File: src/rtl/dmem_arbiter_pkg.sv
// Shared types for the data-memory arbiter: the ownership state of the
// two-port arbitration FSM.
package typedefs_pkg;

  typedef enum logic [1:0] {
    NONE = 2'd0,
    P0   = 2'd1,
    P1   = 2'd2
  } arb_owner_t;

endpackage

File: src/rtl/dmem_arbiter_if.sv
// One requester port of the data-memory arbiter. The requester drives the
// access fields; the arbiter returns the grant and the read-return pair.
interface dmem_arbiter_if #(
  parameter int AWIDTH = 10,
  parameter int DWIDTH = 32
);

  logic              req;
  logic              we;
  logic [AWIDTH-1:0] addr;
  logic [DWIDTH-1:0] wdata;
  logic [3:0]        wmask;
  logic              gnt;
  logic              rvalid;
  logic [DWIDTH-1:0] rdata;

  modport master (
    output req, we, addr, wdata, wmask,
    input  gnt, rvalid, rdata
  );

  modport slave (
    input  req, we, addr, wdata, wmask,
    output gnt, rvalid, rdata
  );

endinterface

File: src/rtl/dmem_arbiter.sv
// Two-port data-memory arbiter with a bounded hold on contention.
// Define DMEM_ARB_ROUND_ROBIN_EN for round-robin contention; default is fixed priority to port 0.
module dmem_arbiter
  import typedefs_pkg::*;
#(
  parameter int DWIDTH   = 32,
  parameter int AWIDTH   = 10,
  parameter int MAX_HOLD = 4
) (
  input  logic              clk,
  input  logic              rst,
  dmem_arbiter_if.slave     p0,
  dmem_arbiter_if.slave     p1,
  output logic [AWIDTH-1:0] mem_addr,
  output logic [DWIDTH-1:0] mem_wdata,
  output logic [3:0]        mem_wmask,
  output logic              mem_wen,
  input  logic [DWIDTH-1:0] mem_rdata
);

  localparam int              CW       = $clog2(MAX_HOLD + 1);
  localparam logic [CW-1:0]   HOLD_MAX = CW'(MAX_HOLD);

  arb_owner_t        owner, owner_nxt, win;
  logic [CW-1:0]     hold_cnt, hold_nxt;
  logic              rvalid0_q, rvalid1_q;
  logic [DWIDTH-1:0] rdata0_q, rdata1_q;

  // State register.
  // NOTE: sequential state uses non-blocking assignments so every register
  // samples the pre-edge values of the others, independent of block order.
  always_ff @(posedge clk) begin
    if (rst) begin
      owner    <= NONE;
      hold_cnt <= '0;
    end else begin
      owner    <= owner_nxt;
      hold_cnt <= hold_nxt;
    end
  end

  // Next-state: pick this cycle's winner and advance ownership.
  // NOTE: every variable gets a default at the top so no path leaves it
  // unassigned, which would otherwise infer a latch.
  always_comb begin
    win       = NONE;
    owner_nxt = NONE;
    hold_nxt  = '0;
    if (!rst) begin
      unique case ({p1.req, p0.req})
        2'b01:   win = P0;
        2'b10:   win = P1;
        2'b11: begin
          if (owner != NONE && hold_cnt < HOLD_MAX) begin
            win = owner;
          end else begin
`ifdef DMEM_ARB_ROUND_ROBIN_EN
            win = (owner == P0) ? P1 : P0;
`else
            win = P0;
`endif
          end
        end
        default: win = NONE;
      endcase

      if (win != NONE) begin
        owner_nxt = win;
        if (win == owner) begin
          hold_nxt = (hold_cnt == HOLD_MAX) ? hold_cnt : hold_cnt + CW'(1);
        end else begin
          hold_nxt = CW'(1);
        end
      end
    end
  end

  // Outputs: grants, memory mux (port 0 when idle), gated read return.
  always_comb begin
    p0.gnt    = (win == P0);
    p1.gnt    = (win == P1);
    mem_addr  = p0.addr;
    mem_wdata = p0.wdata;
    mem_wmask = p0.wmask;
    if (win == P1) begin
      mem_addr  = p1.addr;
      mem_wdata = p1.wdata;
      mem_wmask = p1.wmask;
    end
    mem_wen   = (p0.gnt & p0.we) | (p1.gnt & p1.we);
    // Reset is synchronous, so a read granted just before rst would still
    // be sitting in the return register; mask it while rst is high.
    p0.rvalid = rvalid0_q & ~rst;
    p1.rvalid = rvalid1_q & ~rst;
    p0.rdata  = rst ? '0 : rdata0_q;
    p1.rdata  = rst ? '0 : rdata1_q;
  end

  // Read-return register: one-cycle rvalid pulse, data held otherwise.
  always_ff @(posedge clk) begin
    if (rst) begin
      rvalid0_q <= 1'b0;
      rvalid1_q <= 1'b0;
      rdata0_q  <= '0;
      rdata1_q  <= '0;
    end else begin
      rvalid0_q <= p0.gnt & ~p0.we;
      rvalid1_q <= p1.gnt & ~p1.we;
      if (p0.gnt && !p0.we) rdata0_q <= mem_rdata;
      if (p1.gnt && !p1.we) rdata1_q <= mem_rdata;
    end
  end

endmodule

File: src/flat_wrapper.sv
// flat-port wrapper written by rule: the top's interface ports become plain ports
module dmem_arbiter_flat import typedefs_pkg::*;
#(
  parameter int DWIDTH   = 32,
  parameter int AWIDTH   = 10,
  parameter int MAX_HOLD = 4
)
  (clk, rst, mem_addr, mem_wdata, mem_wmask, mem_wen, mem_rdata, p0_req, p0_we, p0_addr, p0_wdata, p0_wmask, p0_gnt, p0_rvalid, p0_rdata, p1_req, p1_we, p1_addr, p1_wdata, p1_wmask, p1_gnt, p1_rvalid, p1_rdata);
  dmem_arbiter_if #(.AWIDTH(AWIDTH), .DWIDTH(DWIDTH)) p0_i ();
  dmem_arbiter_if #(.AWIDTH(AWIDTH), .DWIDTH(DWIDTH)) p1_i ();
  input  logic clk;
  input  logic rst;
  output logic [AWIDTH-1:0] mem_addr;
  output logic [DWIDTH-1:0] mem_wdata;
  output logic [3:0] mem_wmask;
  output logic mem_wen;
  input  logic [DWIDTH-1:0] mem_rdata;
  input wire logic [$bits(p0_i.req)-1:0] p0_req;
  input wire logic [$bits(p0_i.we)-1:0] p0_we;
  input wire logic [$bits(p0_i.addr)-1:0] p0_addr;
  input wire logic [$bits(p0_i.wdata)-1:0] p0_wdata;
  input wire logic [$bits(p0_i.wmask)-1:0] p0_wmask;
  output wire logic [$bits(p0_i.gnt)-1:0] p0_gnt;
  output wire logic [$bits(p0_i.rvalid)-1:0] p0_rvalid;
  output wire logic [$bits(p0_i.rdata)-1:0] p0_rdata;
  input wire logic [$bits(p1_i.req)-1:0] p1_req;
  input wire logic [$bits(p1_i.we)-1:0] p1_we;
  input wire logic [$bits(p1_i.addr)-1:0] p1_addr;
  input wire logic [$bits(p1_i.wdata)-1:0] p1_wdata;
  input wire logic [$bits(p1_i.wmask)-1:0] p1_wmask;
  output wire logic [$bits(p1_i.gnt)-1:0] p1_gnt;
  output wire logic [$bits(p1_i.rvalid)-1:0] p1_rvalid;
  output wire logic [$bits(p1_i.rdata)-1:0] p1_rdata;
  assign p0_i.req = p0_req;
  assign p0_i.we = p0_we;
  assign p0_i.addr = p0_addr;
  assign p0_i.wdata = p0_wdata;
  assign p0_i.wmask = p0_wmask;
  assign p0_gnt = p0_i.gnt;
  assign p0_rvalid = p0_i.rvalid;
  assign p0_rdata = p0_i.rdata;
  assign p1_i.req = p1_req;
  assign p1_i.we = p1_we;
  assign p1_i.addr = p1_addr;
  assign p1_i.wdata = p1_wdata;
  assign p1_i.wmask = p1_wmask;
  assign p1_gnt = p1_i.gnt;
  assign p1_rvalid = p1_i.rvalid;
  assign p1_rdata = p1_i.rdata;
  dmem_arbiter #(.DWIDTH(DWIDTH), .AWIDTH(AWIDTH), .MAX_HOLD(MAX_HOLD)) u_core (.clk(clk), .rst(rst), .p0(p0_i), .p1(p1_i), .mem_addr(mem_addr), .mem_wdata(mem_wdata), .mem_wmask(mem_wmask), .mem_wen(mem_wen), .mem_rdata(mem_rdata));
endmodule
File: config.mk
export PLATFORM = sky130hd
export DESIGN_NAME = dmem_arbiter_flat
export DESIGN_NICKNAME = d
export VERILOG_FILES = /design/src/rtl/dmem_arbiter_pkg.sv /design/src/rtl/dmem_arbiter_if.sv /design/src/rtl/dmem_arbiter.sv /design/src/flat_wrapper.sv
export SDC_FILE = /design/constraint.sdc
export NUM_CORES = 1
export LEC_CHECK = 0
export CORE_UTILIZATION = 35
export CTS_BUF_LIST = sky130_fd_sc_hd__clkbuf_4 sky130_fd_sc_hd__clkbuf_8
export CTS_CLUSTER_DIAMETER = 50
export DETAILED_ROUTE_END_ITERATION = 7
export GPL_TIMING_DRIVEN = 0
export PLACE_DENSITY = 0.77
export SLEW_MARGIN = 20
export SYNTH_ARGS = -nofsm -noshare
export SYNTH_HDL_FRONTEND = slang
export SYNTH_SLANG_ARGS = --single-unit
File: constraint.sdc
create_clock -name clk -period 2.3 [get_ports clk]
set_clock_uncertainty 0.05 [all_clocks]
set_input_delay 0.46 -clock clk [delete_from_list [all_inputs] [get_ports clk]]
set_output_delay 0.46 -clock clk [all_outputs]
set_load 0.1 [all_outputs]
After elaboration in Yosys (flattened, before gate mapping):

Cells that the tools add are included.

* flip-flop bits (word level): 71
* output and inout bits: 115
* word-level logic and storage cells: 49

* add/sub/neg operators: 1
* order comparisons: 1
* equality and inequality tests: 8
* mux-type cells: 11
* bitwise logic cells: 12
* reductions and logical operators: 9

Operators by type and width (number)
* $mux 32: 3
* $mux 10: 1
* $and 1x1->1: 6
* $eq 2x2->1 const B: 3
* $mux 2: 3
* $pmux 2 s3: 1
* $not 1->1: 5
* $eq 2x1->1 const B: 2
* $mux 4: 1
* $reduce_bool 2->1: 2
* $add 3x1->3 const B: 1
* $eq 3x3->1 const B: 1
* $logic_and 1x1->1: 3
* $lt 3x3->1 const B: 1
* $reduce_or 3->1: 1
* $eq 2x2->1: 1
* $logic_not 1->1: 2
* $mux 1: 2
* $ne 2x2->1 const B: 1
* $reduce_or 2->1: 1
* $or 1x1->1: 1

Depth between registers and ports, before layout:

* depth after elaboration: 9
* depth in mapped cells: 6
* gate-level depth less buffers: 5

Worst setup path after synthesis:

No wires, ideal clock.

* path type: input -> output
* start point: in p0_req
* end point: out mem_wen
* arrival time: 3.134 ns
* slack: -1.344 ns
* stages: 4
* buffers on the path: 1
* cell sequence: clkbuf_1 > nand2b_1 > nor2_1 > a22o_1

* longest elaborated chain between the ends: 7
* elaborated cells on any way between the ends: 11
* those cells by class: eq/ne: 5; mux: 3; bitwise: 3

Ends and longest elaborated chain
* start, declared: RTL line flat_wrapper.sv:18 `input wire logic [$bits(p0_i.req)-1:0] p0_req;`
* $eq 2x2->1 or $eq 2x1->1 (tied branches): RTL line dmem_arbiter.sv:50 `unique case ({p1.req, p0.req})`
* $pmux 2 s3 *: RTL line dmem_arbiter.sv:50
* $mux 2 * (2 in a row): RTL line dmem_arbiter.sv:49 `if (!rst) begin`
* $eq 2x1->1 *: RTL line dmem_arbiter.sv:80 `p0.gnt = (win == P0);`
* via p0_gnt: RTL line flat_wrapper.sv:23 `output wire logic [$bits(p0_i.gnt)-1:0] p0_gnt;`
* $and 1x1->1 *: RTL line dmem_arbiter.sv:90 `mem_wen = (p0.gnt & p0.we) | (p1.gnt & p1.we);`
* $or 1x1->1 *: RTL line dmem_arbiter.sv:90
* end, declared: RTL line flat_wrapper.sv:16 `output logic mem_wen;`

The timed path passes the listed nets; every way through them passes the cells marked *. The select of a mux whose other input is x is not followed.

Worst setup path in the final report:

* start point: reg u_core.owner[1]
* end point: out mem_wdata[7]

* longest elaborated chain between the ends: 8

Ends and longest elaborated chain
* start, declared: RTL line dmem_arbiter.sv:24 `arb_owner_t owner, owner_nxt, win;`
* start signal, assigned: RTL line dmem_arbiter.sv:37 `owner <= owner_nxt;`
* $reduce_bool 2->1: RTL line dmem_arbiter.sv:54 `if (owner != NONE && hold_cnt < HOLD_MAX) begin`
* $logic_and 1x1->1: RTL line dmem_arbiter.sv:54
* $mux 2 *: RTL line dmem_arbiter.sv:54
* $pmux 2 s3 *: RTL line dmem_arbiter.sv:50
* $mux 2 * (2 in a row): RTL line dmem_arbiter.sv:49
* $eq 2x2->1 *: RTL line dmem_arbiter.sv:85 `if (win == P1) begin`
* $mux 32 *: RTL line dmem_arbiter.sv:85
* end, declared: RTL line flat_wrapper.sv:14 `output logic [DWIDTH-1:0] mem_wdata;`

Every way passes the cells marked *; elsewhere a longest branch is shown, timed or not. The select of a mux whose other input is x is not followed.

==> metrics.txt <==
status finished with violations; failing checks setup timing; Reg area ~1400 um2; fill cell count between 800 and 900; fin cells roughly 760; Chip Width around 100 um; area added between synthesis and finish 93.3%; Yosys top cell area share about two fifths; gr ovfl total 0; fraction of registers with async set/reset 0%; area of the core 10300 um2; placed cell count 731; CTS max path bufs 2; Post-Syn Instances approximately 350; startpoint types flop; vias post-DR 3495; multiplexer share of the synthesized area between 30 and 40%; initial antenna violation count 2; final instance area 7140 um2; TNS Setup -14210 ps; flops & latches, synth roughly 70; leak pwr ~3.3 nW; chip height 105 um; most frequent cells in the layout 126 x clkdlybuf4s50_1, 71 x nor2b_1, 68 x dfxtp_1, 48 x mux2_2, 46 x mux2_4; total track usage 23.3%; area of the multi-input gates about 2300 um2; die area roughly 11000 um2; Max FO, Critical Path 10; Worst slew margin about 67%; Worst path slowest cell or3b_4; Top cell by count, worst path buf_12; TritonCTS clock tree yes; IO Port Bufs ~240; Crit path max-delay family buffers and inverters; Clock transition at path regs around 70 ps; Post-Syn Area approximately 3700 um2; power density cells 562 nW/um2; synth top area cells dfxtp_1 38%, mux2_2 29%, nor2b_1 12%; Final Critical Period approximately 2700 ps; Synth Net Count 484; Site Rows 37; Pre-Repair DR Iteration Count 4; Finished Core Util between 60% and 70%; H-Tree Depth 3; WP buf/inv 3; first-pass GRT wire length just under 20000 um; maximum clock rate around 380 MHz; Synth Area in Adders less than 1%; RD Place Congestion roughly 0.75; Slew Limit Fails 0; max incr delay on CP 390 ps; Cell Area, Placed between 6000 and 7000 um2; drt first-iter violations 87; Peak supply drop about 0.38 mV; Routed Antenna Nets 0; num ports 245; initial core utilization a little over a third; Final Cycle Share 115%; # hold bufs at CTS 0; Synth Area in Simple Gates 19.2%; HPWL after DPL roughly 9400 um; most frequent standard cell in the layout excluding fill and tap cells clkdlybuf4s50_1; library cells used by synthesis 32; DR WL/cell roughly 17 um; Synth Area in XOR/XNOR less than 1%; Sink Count 71; worst-path cell chain or3b_4 > a21oi_4 > buf_8 > buf_12 > mux2_4 > buf_12; register area share after synthesis 38.5%; worst hold path type flop to flop; # DRC 0; Arr. time, crit path ~2100 ps; vias in the first global route ~3700; share of post-route cells with drive strength above 1 roughly 43%; hold_ws 435 ps; Power, Total roughly 4 mW; Post-synth EDFFs 0; worst-margin pin slew between 400 and 500 ps; final WL ~13000 um; leading area contributor after synthesis dfxtp_1; Setup WS post-layout -355 ps; largest net degree at the start of global routing 13; Setup Crit Path Kind flop to primary output; Inserted Clock Buffers 9; setup violators final 48; max-capacitance violation count 0; Root Driver clkbuf_8; Via density about 4.6; nets 748; Hold Fails Final Rpt 0; largest family of logic cells by synthesized area multiplexers; RSZ-0062 raised after global routing yes; Clock Latency Late Sink about 350 ps; kind of end point of the critical path primary output; CP required 1790 ps; yosys warns 0; Primary FF master, synth dfxtp_1; syn_area_per_cell 10.5 um2; worst slack, placed -1540 ps; Synth Area in Compound Gates approximately 2.5%
[Yosys cell counts, types with 2 or more instances]
| library cell | n |
|---|---|
| ha_1 | 2 |
| nand2b_1 | 27 |
| buf_2 | 5 |
| nor2b_1 | 73 |
| inv_1 | 18 |
| nand3_1 | 2 |
| mux2_2 | 94 |
| nor2_1 | 4 |
| buf_6 | 3 |
| buf_4 | 3 |
| nand2_1 | 2 |
| dfxtp_1 | 71 |
| nand3b_1 | 2 |
| mux2i_1 | 17 |
| clkbuf_1 | 12 |
[final cells by class]
| type | instances | share of cell area (%) |
|---|---|---|
| Inverter | 18 | 0.946 |
| Timing Repair Buffer | 254 | 38.2 |
| Buffer | 23 | 2.96 |
| Tap cell | 136 | 2.38 |
| Clock inverter | 4 | 1.07 |
| Clock buffer | 12 | 2.22 |
| Multi-Input combinational cell | 239 | 32.1 |
| Sequential cell | 71 | 20.0 |
| Antenna cell | 2 | 0.0701 |
[path summary, 6_finish.rpt]
kind / startpoint / endpoint / slack (ps) / depth (start not counted)
min reg2reg: u_core.rdata0_q[6] / u_core.rdata0_q[6] / 430 / 2
max reg2reg: u_core.owner[1] / u_core.rdata1_q[30] / 180 / 5
min: u_core.rdata0_q[6] / u_core.rdata0_q[6] / 430 / 2
max: u_core.owner[1] / mem_wdata[7] / -350 / 6
[registers in the layout (all words and copies together) (netlist names)]
signal,flops
u_core.rvalid1_q,1
u_core.rvalid0_q,1
u_core.owner,2
u_core.rdata1_q,32
u_core.rdata0_q,32
u_core.hold_cnt,3
[cells by family (layout without fill, tap and decap cells)]
family,count (synthesis),in the layout
AND/OR/NAND/NOR,114,114
multiplexers,111,111
adder cells (fa/ha/maj),2,2
buffers and inverters,42,311
other,0,2
XOR/XNOR,2,2
flip-flops,71,71
AO/OA/AOI/OAI,10,10
[timing repair]
item | CTS | global route
buffers inserted | 6 | 3
endpoints found under the setup margin | 136 | 82
pin swaps | 2 | 1
gates resized for setup | 805 | 37
cloned | 2 | 1
[report_power, final]
group          switching, mW  leakage, nW  total [mW]  internal, mW
Sequential            0.0110        0.579        1.28          1.27
Clock                  0.491        0.117        1.18         0.687
Combinational          0.915         2.55        1.56         0.641
[worst register-to-register path, cell delays in order, from the launching register on]
cell and delay [ps]:
dfxtp_4 350, or3b_4 390, buf_4 150, a211oi_4 480, buf_6 250, mux2_2 350
[metal layers]
layer  global-route usage [%]  wire length (um)  up-vias  share of wire (%)
met3                     8.11               994       14                7.6
met1                     24.9              5100     1638                 39
li1                         -                 -     1704                  -
met5                        0                 0        -                  0
met2                     41.9              6740      139                 52
met4                     8.75               180        0                1.4
Note: power is estimated with default switching activity, not from simulation.
